### src/rtl/gemm_job_scheduler.sv
// Round-robin job scheduler sharing one GEMM core among NUM_REQ requesters.
// Latches the winner's scalars, holds the core start handshake, and returns a done or timeout pulse.
module gemm_job_scheduler #(
  parameter int DATA_WIDTH     = 64,
  parameter int NUM_REQ        = 4,
  parameter int TIMEOUT_CYCLES = 1024,
  parameter int SEL_W          = $clog2(NUM_REQ)
) (
  input  logic                          iclk,
  input  logic                          irst,
  input  logic [NUM_REQ-1:0]            ireq,
  input  logic [NUM_REQ*DATA_WIDTH-1:0] ialpha_flat,
  input  logic [NUM_REQ*DATA_WIDTH-1:0] ibeta_flat,
  input  logic                          icore_busy,
  input  logic                          icore_done,
  output logic                          ostart,
  output logic [DATA_WIDTH-1:0]         oalpha,
  output logic [DATA_WIDTH-1:0]         obeta,
  output logic                          ocore_rst,
  output logic [NUM_REQ-1:0]            ogrant,
  output logic [SEL_W-1:0]              osel,
  output logic [NUM_REQ-1:0]            oreq_done,
  output logic [NUM_REQ-1:0]            oreq_err,
  output logic                          obusy,
  output logic [15:0]                   ojob_count
);

  localparam int CNT_W = $clog2(TIMEOUT_CYCLES);
  localparam logic [CNT_W-1:0] CNT_LAST = CNT_W'(TIMEOUT_CYCLES - 1);

  typedef enum logic [1:0] {IDLE, RUN, DONE, ABORT} state_t;

  state_t                  r_state;
  logic [SEL_W-1:0]        r_ptr;
  logic [CNT_W-1:0]        r_cnt;
  logic                    r_start;
  logic [DATA_WIDTH-1:0]   r_alpha;
  logic [DATA_WIDTH-1:0]   r_beta;
  logic                    r_core_rst;
  logic [NUM_REQ-1:0]      r_grant;
  logic [SEL_W-1:0]        r_sel;
  logic [NUM_REQ-1:0]      r_req_done;
  logic [NUM_REQ-1:0]      r_req_err;
  logic                    r_busy;
  logic [15:0]             r_job_count;

  state_t                  w_state_nxt;
  logic [SEL_W-1:0]        w_ptr_nxt;
  logic [CNT_W-1:0]        w_cnt_nxt;
  logic                    w_start_nxt;
  logic [DATA_WIDTH-1:0]   w_alpha_nxt;
  logic [DATA_WIDTH-1:0]   w_beta_nxt;
  logic                    w_core_rst_nxt;
  logic [NUM_REQ-1:0]      w_grant_nxt;
  logic [SEL_W-1:0]        w_sel_nxt;
  logic [NUM_REQ-1:0]      w_req_done_nxt;
  logic [NUM_REQ-1:0]      w_req_err_nxt;
  logic                    w_busy_nxt;
  logic [15:0]             w_job_count_nxt;

  logic                    w_found;
  logic [SEL_W-1:0]        w_win;
  logic [SEL_W-1:0]        w_idx;
  logic [DATA_WIDTH-1:0]   w_alpha_sel;
  logic [DATA_WIDTH-1:0]   w_beta_sel;
  logic [NUM_REQ-1:0]      w_win_oh;

  // Search upward from the requester after the last winner, wrapping at NUM_REQ.
  always_comb begin
    w_found = 1'b0;
    w_win   = r_ptr;
    w_idx   = r_ptr;
    for (int i = 0; i < NUM_REQ; i++) begin
      w_idx = (w_idx == SEL_W'(NUM_REQ - 1)) ? '0 : w_idx + 1'b1;
      if (!w_found && ireq[w_idx]) begin
        w_found = 1'b1;
        w_win   = w_idx;
      end
    end
  end

  always_comb begin
    w_alpha_sel = '0;
    w_beta_sel  = '0;
    for (int r = 0; r < NUM_REQ; r++) begin
      if (w_win == SEL_W'(r)) begin
        w_alpha_sel = ialpha_flat[r*DATA_WIDTH +: DATA_WIDTH];
        w_beta_sel  = ibeta_flat[r*DATA_WIDTH +: DATA_WIDTH];
      end
    end
  end

  assign w_win_oh = {{(NUM_REQ-1){1'b0}}, 1'b1} << w_win;

  // osel/oalpha/obeta default to holding so the operand mux stays stable while idle.
  always_comb begin
    w_state_nxt     = r_state;
    w_ptr_nxt       = r_ptr;
    w_cnt_nxt       = r_cnt;
    w_start_nxt     = 1'b0;
    w_alpha_nxt     = r_alpha;
    w_beta_nxt      = r_beta;
    w_core_rst_nxt  = 1'b0;
    w_grant_nxt     = r_grant;
    w_sel_nxt       = r_sel;
    w_req_done_nxt  = '0;
    w_req_err_nxt   = '0;
    w_job_count_nxt = r_job_count;
    case (r_state)
      IDLE: begin
        if (w_found && !icore_done && !icore_busy) begin
          w_state_nxt = RUN;
          w_start_nxt = 1'b1;
          w_grant_nxt = w_win_oh;
          w_sel_nxt   = w_win;
          w_alpha_nxt = w_alpha_sel;
          w_beta_nxt  = w_beta_sel;
          w_ptr_nxt   = w_win;
          w_cnt_nxt   = '0;
        end
      end
      RUN: begin
        w_start_nxt = 1'b1;
        w_cnt_nxt   = r_cnt + 1'b1;
        if (icore_done) begin
          w_state_nxt     = DONE;
          w_start_nxt     = 1'b0;
          w_req_done_nxt  = r_grant;
          w_job_count_nxt = r_job_count + 16'd1;
        end else if (r_cnt == CNT_LAST) begin
          w_state_nxt    = ABORT;
          w_start_nxt    = 1'b0;
          w_core_rst_nxt = 1'b1;
          w_req_err_nxt  = r_grant;
        end
      end
      DONE, ABORT: begin
        w_state_nxt = IDLE;
        w_grant_nxt = '0;
      end
      default: w_state_nxt = IDLE;
    endcase
  end

  assign w_busy_nxt = (w_state_nxt != IDLE);

  always_ff @(posedge iclk or posedge irst) begin
    if (irst) begin
      r_state     <= IDLE;
      r_ptr       <= SEL_W'(NUM_REQ - 1);
      r_cnt       <= '0;
      r_start     <= 1'b0;
      r_alpha     <= '0;
      r_beta      <= '0;
      r_core_rst  <= 1'b0;
      r_grant     <= '0;
      r_sel       <= '0;
      r_req_done  <= '0;
      r_req_err   <= '0;
      r_busy      <= 1'b0;
      r_job_count <= '0;
    end else begin
      r_state     <= w_state_nxt;
      r_ptr       <= w_ptr_nxt;
      r_cnt       <= w_cnt_nxt;
      r_start     <= w_start_nxt;
      r_alpha     <= w_alpha_nxt;
      r_beta      <= w_beta_nxt;
      r_core_rst  <= w_core_rst_nxt;
      r_grant     <= w_grant_nxt;
      r_sel       <= w_sel_nxt;
      r_req_done  <= w_req_done_nxt;
      r_req_err   <= w_req_err_nxt;
      r_busy      <= w_busy_nxt;
      r_job_count <= w_job_count_nxt;
    end
  end

  assign ostart     = r_start;
  assign oalpha     = r_alpha;
  assign obeta      = r_beta;
  assign ocore_rst  = r_core_rst;
  assign ogrant     = r_grant;
  assign osel       = r_sel;
  assign oreq_done  = r_req_done;
  assign oreq_err   = r_req_err;
  assign obusy      = r_busy;
  assign ojob_count = r_job_count;

endmodule

### config.mk
export PLATFORM = sky130hd
export DESIGN_NAME = gemm_job_scheduler
export DESIGN_NICKNAME = d
export VERILOG_FILES = /design/src/rtl/gemm_job_scheduler.sv
export SDC_FILE = /design/constraint.sdc
export NUM_CORES = 1
export LEC_CHECK = 0
export ABC_CLOCK_PERIOD_IN_PS = 7400
export CAP_MARGIN = 10
export CORE_AREA = 4 4 266 268
export DETAILED_ROUTE_END_ITERATION = 10
export DIE_AREA = 0 0 270 272
export PLACE_DENSITY = 0.52
export SKIP_LAST_GASP = 1
export SYNTH_ARGS = -nofsm -noshare
export SYNTH_HDL_FRONTEND = slang
export SYNTH_SLANG_ARGS = --single-unit
### constraint.sdc
create_clock -name iclk -period 7.4 [get_ports iclk]
set_clock_uncertainty 0.15 [all_clocks]
set_input_delay 2.22 -clock iclk [delete_from_list [all_inputs] [get_ports iclk]]
set_output_delay 2.22 -clock iclk [all_outputs]
set_load 0.1 [all_outputs]
Yosys cells after proc, flatten, opt, wreduce, memory -nomap -nowiden
Index checks and enable logic that the tools add are counted.

Flip-flop bits (word level): 175. Input bits: 520. Word-level logic and storage cells: 104.

Add/subtract/negate cells: 6. Magnitude comparators: 4. Eq/ne operators: 12. Shift-type cells: 1. Mux-type cells: 48. Reduce and logical (&&, ||, !) cells: 20.

Operator list (number): 64-bit 2-to-1 mux (8); 4-bit 2-to-1 mux (6); 2-bit 2-to-1 mux (11); 10-bit one-hot mux with 2 select lines (1); 16-bit by 1-bit adder with 16-bit output (second input constant) (1); 2-bit == test (second input constant) (8); 1-bit 2-to-1 mux (14); 2-bit by 3-bit less-than comparator with 1-bit output (second input constant) (4); 10-bit by 1-bit adder with 10-bit output (second input constant) (1); 10-bit == test (second input constant) (1); 10-bit 2-to-1 mux (1); 2-bit by 1-bit adder with 2-bit output (second input constant) (4); 1-bit binary-select mux with 2-bit select (4); 4-bit one-hot mux with 2 select lines (1); 2-bit AND reduction (4); 2-bit one-hot mux with 3 select lines (1); 2-bit nonzero test (3); 1-bit logical AND (5); 1-bit logical NOT (5); 2-bit by 1-bit == test with 1-bit output (second input constant) (2); 2-bit logical NOT (2); 1-bit by 2-bit << shifter with 4-bit output (first input constant) (1); 2-bit != test (second input constant) (1); 1-bit one-hot mux with 2 select lines (1); 2-bit OR reduction (1).

Logic depth before layout (Yosys ltp)
Gate-level depths: netlist of the first run.

Depth in word-level cells: 19. Depth in mapped cells: 12. Mapped depth without buffers: 7.

Worst setup path after synthesis of the first run
OpenSTA, ideal clock, no wires.

Path type: input-to-reg. From: in ireq[2]. To: reg r_alpha[58] (netlist: oalpha[58]). Library setup time: 87 ps. Arrival time: 4098 ps. Required time: 7163 ps. Path slack: 3065 ps. Cell stages on the path: 8. Buffers on the path: 3. Path through: clkbuf_1 or3_1 o21ai_1 buf_2 clkbuf_1 nor2_1 a2111o_1 o211ai_1.

Word-level cells in the longest chain between the ends: 17. Elaborated cells between the ends (all ways): 33. Classes of those cells: eq/ne (3); mux (20); reduce/logical (10).

RTL lines: from (decl) (line 11) `input logic [NUM_REQ-1:0] ireq,`; 1-bit binary-select mux with 2-bit select (line 75) `if (!w_found && ireq[w_idx]) begin`; 1-bit 2-to-1 mux (not written as such) (line 75); 1-bit 2-to-1 mux (line 75); 1-bit logical NOT (line 75); 1-bit logical AND (line 75); 1-bit 2-to-1 mux (line 75); 1-bit logical NOT (line 75); 1-bit logical AND (line 75); 1-bit 2-to-1 mux (line 75); 1-bit logical NOT (line 75); 1-bit logical AND (line 75); 2-bit 2-to-1 mux (line 75); 2-bit logical NOT (line 86) `if (w_win == SEL_W'(r)) begin`; 64-bit 2-to-1 mux (4 in a row) (line 86); to (signal assigned) (line 167) `r_alpha <= w_alpha_nxt;`; to (decl) (line 37) `logic [DATA_WIDTH-1:0] r_alpha;`.

Several ways; a longest one is shown, not always the timed one. The select of a mux whose other input is x is not followed. A chain may end at the register's enable or synchronous reset.

Worst setup path after layout of the first run
From: in ireq[0]. To: reg r_alpha[34] (netlist: oalpha[34]).

Same word-level chain as after synthesis.

==> results of run 1 <==
==> routing by layer <==
metal / wire [um] / vias up / global-route usage
li1: - / 6303 / -
met1: 25820 / 6933 / 0.1976
met2: 32010 / 671 / 0.2914
met3: 4799 / 86 / 0.04466
met4: 2034 / 2 / 0.06002
met5: 13 / - / 0
==> cells in the mapped netlist (33+ instances only) <==
master and instances:
a211o_1 33, o211ai_1 33, o21ai_0 51, buf_2 38, nand3_1 46, nand2_1 224
o211a_1 97, nor2_1 143, dfrtp_1 173, a311oi_1 97, a211oi_1 98, clkbuf_1 107
inv_1 38
==> power by group through the flow <==
stage	Combinational (mW)	Sequential (mW)	Clock, mW
2_1_floorplan	2.21	4.27	0
3_3_place_gp	6.88	1.63	0
3_5_place_dp	6.92	1.64	0
4_1_cts	6.93	1.63	1.02
5_1_grt	7.23	1.67	1.05
6_report	6.91	1.63	0.970
==> final timing paths <==
| kind | startpoint | endpoint | slack (ns) | depth (start not counted) |
|---|---|---|---|---|
| max | ireq[0] | oalpha[34]$_DFFE_PP0P_ | 1.80 | 8 |
| min in group asynchronous | irst | ojob_count[6]$_DFFE_PP0P_ | 2.08 | 2 |
| max reg2reg | r_ptr[0]$_DFFE_PP1P_ | oalpha[46]$_DFFE_PP0P_ | 3.04 | 9 |
| max in group asynchronous | irst | oalpha[4]$_DFFE_PP0P_ | 4.03 | 3 |
| min | ojob_count[15]$_DFFE_PP0P_ | ojob_count[15]$_DFFE_PP0P_ | 0.32 | 1 |
| min reg2reg | ojob_count[15]$_DFFE_PP0P_ | ojob_count[15]$_DFFE_PP0P_ | 0.32 | 1 |
==> sequential cells by signal (all words and copies together) (netlist names) <==
register and flops:
r_state 2, obusy 1, ojob_count 16, ogrant 4
r_ptr 2, oalpha 64, obeta 64, ocore_rst 1
oreq_err 4, ostart 1, r_cnt 10, osel 2
oreq_done 4
==> metrics by stage <==
step                      worst slack, ns  power, mW  std cells  area, um^2
final                               1.798      9.513       2834       19980
after global routing                1.643      9.958       2834       19980
after CTS                           1.842      9.576       2831       19950
after detailed placement            1.273      8.563       2799       19370
after global placement              1.355      8.508       2799       19370
after floorplan                    0.2881      6.474       1363       11700
==> placed cells by master, fill, tap and decap left out, types with 3 or more instances in the layout <==
master / n
buf_12: 8
a211o_1: 33
inv_1: 37
ha_1: 3
xnor2_1: 10
o32ai_1: 4
clkdlybuf4s50_1: 679
and2_1: 4
o211ai_1: 33
and3_1: 9
o21ai_4: 3
mux2i_1: 31
nand3_1: 45
dfrtp_1: 173
clkinv_4: 4
nand4_1: 3
nor2b_1: 4
o21ai_0: 51
a311oi_1: 97
buf_4: 21
nand2_1: 224
inv_6: 4
a2111oi_0: 31
inv_8: 4
xor2_1: 8
nor2_1: 143
clkbuf_16: 17
o211a_1: 97
a2111o_1: 31
a211oi_1: 98
==> cell type report <==
class | count | area [um^2] | area share
Tap cell | 882 | 1104 | 0.05522
Clock inverter | 13 | 141.4 | 0.007075
Multi-Input combinational cell | 996 | 6618 | 0.3311
Antenna cell | 2 | 5.005 | 0.0002504
Clock buffer | 19 | 442.9 | 0.02216
Inverter | 38 | 150.1 | 0.007513
Sequential cell | 175 | 4382 | 0.2193
Timing Repair Buffer | 709 | 7142 | 0.3574
==> cell families after synthesis <==
logic type,count (synthesis)
compound gates,494
simple gates,449
buf+inv,192
flops,175
mux,32
xor+xnor,18
fa+ha+maj,3
==> run summary, run 1 <==
Site Rows = 96
Mapped Nets = 1886
CTS Hold Bufs = 0
gr usage total = 0.1670
unrepaired setup endpoints after global routing = no
antenna violations before repair = 3
Worst setup EP type = flip-flop
# resized after CTS = 0
Yosys reg bits = 175
Critical Path Max Stage Delay = 0.81 ns
Final period util = 0.7570
Setup Viol. Count Final = 0
TritonCTS Buffers = 17
CTS Sinks = 175
TritonCTS clock tree = yes
Int Power = 3.685 mW
cell taking the most area after synthesis = dfrtp_1
largest net degree at the start of global routing = 100
Core Area = 68350 um^2
share of cells above drive strength 1 = 0.04051
family with the most delay on the worst path = compound AO/OA/AOI/OAI gates
synthesized area = 11700 um^2
Vias/cell = 4.938
EDFF count, synth = 0
Bufs and invs on worst path = 2
H-tree depth = 4
GP Congestion = 0.9183
Rel. slew slack = 0.2133
Critical Path AT = 5.79 ns
synth unique cells = 57
GRT overflow = 0
switching share of power = 0.6127
max-cap viol count = 0
main combinational cell family by area after synthesis = compound AO/OA/AOI/OAI gates
Min-Delay Path Class = flip-flop to flip-flop
post-synthesis instance total = 1363
PwrDens = 476.0 nW/um^2
fmax = 178.5 MHz
crit-path cells = clkdlybuf4s50_1, or4bb_1, a21oi_1, o211a_2, o21ai_4, buf_4, a211oi_1, a311oi_1
ANT nets after route = 0
status = finished clean
DR WL/cell = 22.82 um
Area Overhead vs Synth = 70.77%
die width = 270 um
post-DP HPWL = 47.17 mm
Crit Path Class = input port to flip-flop
Period minus WS final = 5.602 ns
Compound-Gate Fraction of Synth Area = 0.3542
Clk Latency, worst-skew pair = 0.48 ns
Final Max Tran Viols = 0
Critical Path Fanout Max = 65
final hold slack = 0.3207 ns
top cells by area, synth = dfrtp_1 37%, o211a_1 8.3%, a311oi_1 7.3%
vias in the first global route = 14580
global-route wire length before repair = 95.39 mm
Clk pwr share = 0.102
num ports = 681
Max Buffers Root-to-Sink = 2
Net Sw Power = 5.828 mW
area share of the largest cell type after synthesis = 0.3699
port bufs = 680
final net count = 2460
Initial DRC Count = 921
Remaining DRCs = 0
asr flop ratio synth = 1.000
TNS Setup = 0 ns
Flop pwr share = 0.171
Synth Area per Inst = 8.586 um^2
Slowest-stage cell, CP = o211a_2
post-synthesis adder-cell area fraction = 0.003208
Fillers = 7192
DIE AREA = 73440 um^2
ys flop type = dfrtp_1
Simple-Gate Fraction of Synth Area = 0.1593
Starting Density = 0.1712
Slew @ Worst Pin = 1.180 ns
Pre-antenna DRT Iters = 5
xor and xnor fraction of the mapped netlist area = 0.01347
mux contribution to synthesized area = 0.02748
final hold viol count = 0
Vias = 14000
combinational share of power = 0.727
postcts setup bufs = 0
Static Leak = 8.099 nW
startpoint types = input port
clk slew on worst S/H paths = 0.09 ns
Die Height = 272 um
root buffer cell = clkbuf_16
Synth warnings = 0
register area share after synthesis = 0.3744
final design utilization = 0.2924
maximum VDD drop = 0.2655 mV
CP Data Required Time = 7.59 ns
Total Wirelength = 64.68 mm
Note: power is estimated with default switching activity, not from simulation.
==> inputs of run 2 (changes only) <==
--- a/config.mk
+++ b/config.mk
@@ -5,11 +5,11 @@
 export SDC_FILE = /design/constraint.sdc
 export NUM_CORES = 1
 export LEC_CHECK = 0
-export ABC_CLOCK_PERIOD_IN_PS = 7400
+export ABC_CLOCK_PERIOD_IN_PS = 5600
 export CAP_MARGIN = 10
-export CORE_AREA = 4 4 266 268
+export CORE_AREA = 4 4 260 262
 export DETAILED_ROUTE_END_ITERATION = 10
-export DIE_AREA = 0 0 270 272
+export DIE_AREA = 0 0 264 266
 export PLACE_DENSITY = 0.52
 export SKIP_LAST_GASP = 1
 export SYNTH_ARGS = -nofsm -noshare
==> constraint.sdc (replaced) <==
create_clock -name iclk -period 5.6 [get_ports iclk]
set_clock_uncertainty 0.15 [all_clocks]
set_input_delay 1.68 -clock iclk [delete_from_list [all_inputs] [get_ports iclk]]
set_output_delay 1.68 -clock iclk [all_outputs]
set_load 0.1 [all_outputs]
==> run 2 against run 1 <==
  * Critical path depth unchanged
  * Sequential share of layout area decreased by 0.25 points
  * Cell area up 1.1%
  * Global-route usage grew 1.1 points
  * Non-clock buffer count is 23 higher
  * Worst hold slack improved by 0.011 ns
  * Combinational power is 35% higher
  * Sequential power rose by 31%
  * Core utilization rose by 1.7 points
  * Clock power up 37%
  * Routed wire length up 2.2%
  * Count of clock-buffer cells in the layout fell by 1
  * Critical path type unchanged
  * Largest cell class unchanged
  * Largest power group unchanged
==> run summary, run 2 (synthesized netlist as in run 1, its figures left out) <==
Fillers = 6851
HP Start = ojob_count[15]$_DFFE_PP0P_
Clk Latency, worst-skew pair = 0.49 ns
Initial DRC Count = 1132
final hold slack = 0.3313 ns
global-route wire length before repair = 95.34 mm
clk slew on worst S/H paths = 0.08 ns
TNS Setup = 0 ns
maximum VDD drop = 0.4034 mV
Net Sw Power = 7.732 mW
Vias = 14080
final net count = 2483
hold depth = 1
Clk pwr share = 0.104
Slew @ Worst Pin = 1.118 ns
met2 Use GR = 0.3082
Setup Viol. Count Final = 0
status = finished clean
port bufs = 680
Worst setup EP type = flip-flop
DIE AREA = 70220 um^2
GP Congestion = 0.9106
gr usage total = 0.1777
r2r endpoint = oalpha[11]$_DFFE_PP0P_
area of the multi-input gates = 6618 um^2
unrepaired setup endpoints after global routing = no
fmax = 216.7 MHz
Int Power = 5.079 mW
Starting Density = 0.1790
GR Util met3 = 0.04894
switching share of power = 0.6035
Min-Delay Path Class = flip-flop to flip-flop
H-tree depth = 4
Max Buffers Root-to-Sink = 2
# resized after CTS = 0
Critical Path AT = 4.84 ns
Remaining DRCs = 0
DR WL/cell = 23.28 um
antenna violations before repair = 5
share of cells above drive strength 1 = 0.05172
CTS Sinks = 175
GRT overflow = 0
CP Data Required Time = 5.83 ns
most common cell after layout, fill and taps aside = clkdlybuf4s50_1
FF+latch area = 4382 um^2
die width = 264 um
combinational share of power = 0.729
Area Overhead vs Synth = 72.70%
postcts setup bufs = 0
Worst R2R Start = r_ptr[0]$_DFFE_PP1P_
TritonCTS clock tree = yes
Total Wirelength = 66.09 mm
Worst R2R Setup Slack = 1.59 ns
Static Leak = 8.234 nW
met1 usage = 0.2132
Final period util = 0.8240
Core Area = 65390 um^2
Pre-antenna DRT Iters = 5
Rel. slew slack = 0.2515
Flop pwr share = 0.167
Crit Path Class = input port to flip-flop
final hold viol count = 0
ANT nets after route = 0
most frequent cells in the layout = 678 x clkdlybuf4s50_1, 224 x nand2_1, 173 x dfrtp_1
Hold EP = ojob_count[15]$_DFFE_PP0P_
Period minus WS final = 4.614 ns
Critical Path Fanout Max = 75
PwrDens = 633.9 nW/um^2
global routing's busiest layer = met2
num ports = 681
post-DP HPWL = 48.40 mm
TritonCTS Buffers = 17
root buffer cell = clkbuf_16
Worst Reg2Reg Path Length in Cells = 8
Die Height = 266 um
Final Max Tran Viols = 0
Vias/cell = 4.958
largest net degree at the start of global routing = 105
vias in the first global route = 14370
max-cap viol count = 0
Site Rows = 94
startpoint types = input port
CTS Hold Bufs = 0
[run 2: worst max path at each step]
stage / cells after the start / from / slack (ns) / endpoint
finish: 8 / ireq[1] / 0.99 / oalpha[11]$_DFFE_PP0P_
global route: 8 / ireq[1] / 0.86 / oalpha[37]$_DFFE_PP0P_
floorplan: 1 / irst / 1.53 / oalpha[0]$_DFFE_PP0P_
detailed placement: 8 / ireq[1] / 0.57 / obeta[63]$_DFFE_PP0P_
global placement: 8 / ireq[1] / 0.70 / oalpha[14]$_DFFE_PP0P_
CTS: 8 / ireq[1] / 1.10 / oalpha[11]$_DFFE_PP0P_
[run 2: layout make-up]
type                            count  share of cell area
Multi-Input combinational cell    996              0.3274
Antenna cell                        3           0.0003714
Clock buffer                       18             0.02123
Timing Repair Buffer              732              0.3645
Sequential cell                   175              0.2168
Tap cell                          864             0.05349
Inverter                           38            0.007243
Clock inverter                     13            0.008915
[run 2: through the flow]
stage / instance area [um^2] / setup WS, ns / std cells / total power, mW / utilization
detailed placement: 19590 / 0.5670 / 2805 / 11.52 / 0.2996
finish: 20210 / 0.9855 / 2839 / 12.81 / 0.3091
global route: 20210 / 0.8586 / 2838 / 13.39 / 0.3090
floorplan: 11710 / 1.533 / 1363 / 8.556 / -
CTS: 20200 / 1.096 / 2836 / 12.90 / 0.3090
global placement: 19590 / 0.6983 / 2805 / 11.45 / 0.2996
[run 2: power groups by stage]
stage | logic (mW) | clock network (mW) | registers [mW]
6_report | 9.34 | 1.33 | 2.14
5_1_grt | 9.77 | 1.42 | 2.20
4_1_cts | 9.38 | 1.38 | 2.14
3_5_place_dp | 9.36 | 0 | 2.15
3_3_place_gp | 9.31 | 0 | 2.15
2_1_floorplan | 2.92 | 0 | 5.64
[run 2: critical path, cell delays in order]
cell and delay (ns):
clkdlybuf4s50_1 0.63, nor4_4 0.35, a32oi_1 0.18, a211o_1 0.73
a21oi_4 0.39, buf_12 0.34, nand2_1 0.11, a311oi_1 0.30
[run 2: routing by layer]
layer / vias to the layer above / share of wire
met4: 6 / 0.028
met1: 6929 / 0.40
met2: 703 / 0.50
met3: 90 / 0.080
li1: 6347 / -
met5: - / 0.00059
==> patch: new RTL, settings of run 1 <==
Change the parameter `NUM_REQ` from 4 to 2.
--- a/src/rtl/gemm_job_scheduler.sv
+++ b/src/rtl/gemm_job_scheduler.sv
@@ -2,7 +2,7 @@
 // Latches the winner's scalars, holds the core start handshake, and returns a done or timeout pulse.
 module gemm_job_scheduler #(
   parameter int DATA_WIDTH     = 64,
-  parameter int NUM_REQ        = 4,
+  parameter int NUM_REQ        = 2,
   parameter int TIMEOUT_CYCLES = 1024,
   parameter int SEL_W          = $clog2(NUM_REQ)
 ) (
Ports: changed (7 resized); port bits go from 681 to 416. The function was not compared with the original's and may differ.
==> patch against run 1 <==
Sequential cell count fell by 8. Power shrank 48%. Area after synthesis shrank 35%. Synthesized cell count is 48% lower. Worst setup slack gained 710 ps. Global-route usage down 9.5 points. Design area shrank 34%. Combinational power decreased by 61%. Hold slack gained 6.6 ps. Routed wire length down 59%. Critical path depth decreased by 2. Non-clock buffer count down 287.
==> patch: results (changes against run 1) <==
Setup path
The worst endpoint data arrival time is 5070 ps (was 5790 ps). The capture instance of the worst register-to-register path was oalpha[50] (was oalpha[46]). The worst-case register-to-register setup slack was 4770 ps (was 3040 ps).

The startpoint of the most critical register-to-register path was r_state[1] (was r_ptr[0]). The maximum fanout count along the critical path is 72 (was 65).

Synthesis
Leading cell types by total area after synthesis: sky130_fd_sc_hd__dfrtp_1 55%, sky130_fd_sc_hd__mux2i_1 17%, sky130_fd_sc_hd__o21ai_1 7.8% (was sky130_fd_sc_hd__dfrtp_1 37%, sky130_fd_sc_hd__o211a_1 8.3%, sky130_fd_sc_hd__a311oi_1 7.3%). The post-synthesis net count is 969 (was 1,886). The share of the yosys chip area belonging to registers is 55.1% (was 37.4%).

Layout
The fraction of final layout cells with drive strength greater than 1 is 4.41% (was 4.05%). The final-layout fill cell count came to 7,460 (was 7,192).

GRT
The met3 usage is 3.46% (was 4.47%). The global-route wire length before repair came to 40.3 mm (was 95.4 mm). The number of global-route vias before repair is 6,727 (was 14,600). The met1 track demand over resource is 8.18% (was 19.8%).

The maximum number of pins on one net before global-route repair came to 93 (was 100). The global routing met2 resource utilization is 11.7% (was 29.1%).

Worst hold path
The hold-critical path depth is 2 (was 1). The endpoint of the worst hold-timing path was oalpha[55] (was ojob_count[15]). The worst hold path startpoint is oalpha[55] (was ojob_count[15]).

Run status
Run status: finished clean (unchanged).

Detailed routing
The number of optimization iterations in the first detailed-route pass is 4 (was 5). The number of vias in the routed layout came to 6,402 (was 14,000). The violation count after the first detailed-routing iteration came to 181 (was 921).

Placed design
The placement-stage cell area is 0.0126 mm² (was 0.0194 mm²). The global placement routability congestion is 0.832 (was 0.918).

CTS
The clock slew seen by the registers of the worst setup and hold paths is 70 ps (was 90 ps).

STA
The hold slack was 327 ps (was 321 ps). The worst slew margin relative to its limit is 24.9% (was 21.3%).
patch: cell count changes after synthesis, sizes merged, moves of 34 or more:
cell,delta
a211oi,-98
inv,-34
o21ai,+80
nand3,-40
nor2,-139
clkbuf,-89
a311oi,-97
nand2,-82
o211a,-98
mux2i,+97
patch: layout make-up:
| class | instances | area, µm² | area share (%) |
|---|---|---|---|
| tap | 882 | 1100 | 8.35 |
| clock buffer | 17 | 425 | 3.22 |
| timing repair buffer | 422 | 4220 | 32.0 |
| sequential | 167 | 4180 | 31.6 |
| clock inverter | 15 | 159 | 1.20 |
| inverter | 4 | 20.0 | 0.152 |
| multi-input combinational | 487 | 3100 | 23.5 |
patch: how the worst max path moves through the flow:
stage | from | to | slack, ps
after floorplan | irst | oalpha[0] | 510
after global placement | ireq[1] | oalpha[61] | 1880
after detailed placement | ireq[1] | oalpha[50] | 1800
after CTS | ireq[1] | oalpha[50] | 2370
after global routing | ireq[1] | oalpha[39] | 2080
final | ireq[1] | oalpha[50] | 2510
patch: power by group through the flow:
stage	Sequential (mW)	Combinational [mW]	Clock (mW)
4_1_cts	1.28	2.75	0.976
3_5_place_dp	1.29	2.75	0
5_1_grt	1.31	2.83	1.01
2_1_floorplan	2.81	0.460	0
6_report	1.27	2.72	0.910
3_3_place_gp	1.29	2.74	0
patch: kinds of logic (layout without fill, tap and decap cells):
family	Yosys count	count (layout)	share of synthesized area, %
compound gates	151	151	10.5
buf+inv	51	458	4.27
simple gates	188	188	10.8
mux	130	130	17.2
xor+xnor	16	16	1.85
flops	167	167	55.1
fa+ha+maj	2	2	0.330
patch: critical path, stage by stage:
cell and delay, ps:
sky130_fd_sc_hd__clkdlybuf4s50_1 470, sky130_fd_sc_hd__o21bai_1 470, sky130_fd_sc_hd__or4_4 640, sky130_fd_sc_hd__buf_4 460, sky130_fd_sc_hd__buf_4 580, sky130_fd_sc_hd__o21ai_0 180
patch: per-stage QoR:
step / std cells / worst slack [ps] / utilization [%]
2_1_floorplan: 705 / 513 / -
3_3_place_gp: 1962 / 1880 / 18.5
3_5_place_dp: 1962 / 1800 / 18.5
4_1_cts: 1994 / 2370 / 19.3
5_1_grt: 1994 / 2080 / 19.3
6_report: 1994 / 2510 / 19.3
patch: routing by layer:
| layer | wire length, µm | vias to the layer above |
|---|---|---|
| met5 | 0 | - |
| met4 | 450 | 0 |
| met3 | 2470 | 18 |
| met2 | 12800 | 247 |
| met1 | 10900 | 2901 |
| li1 | - | 3236 |
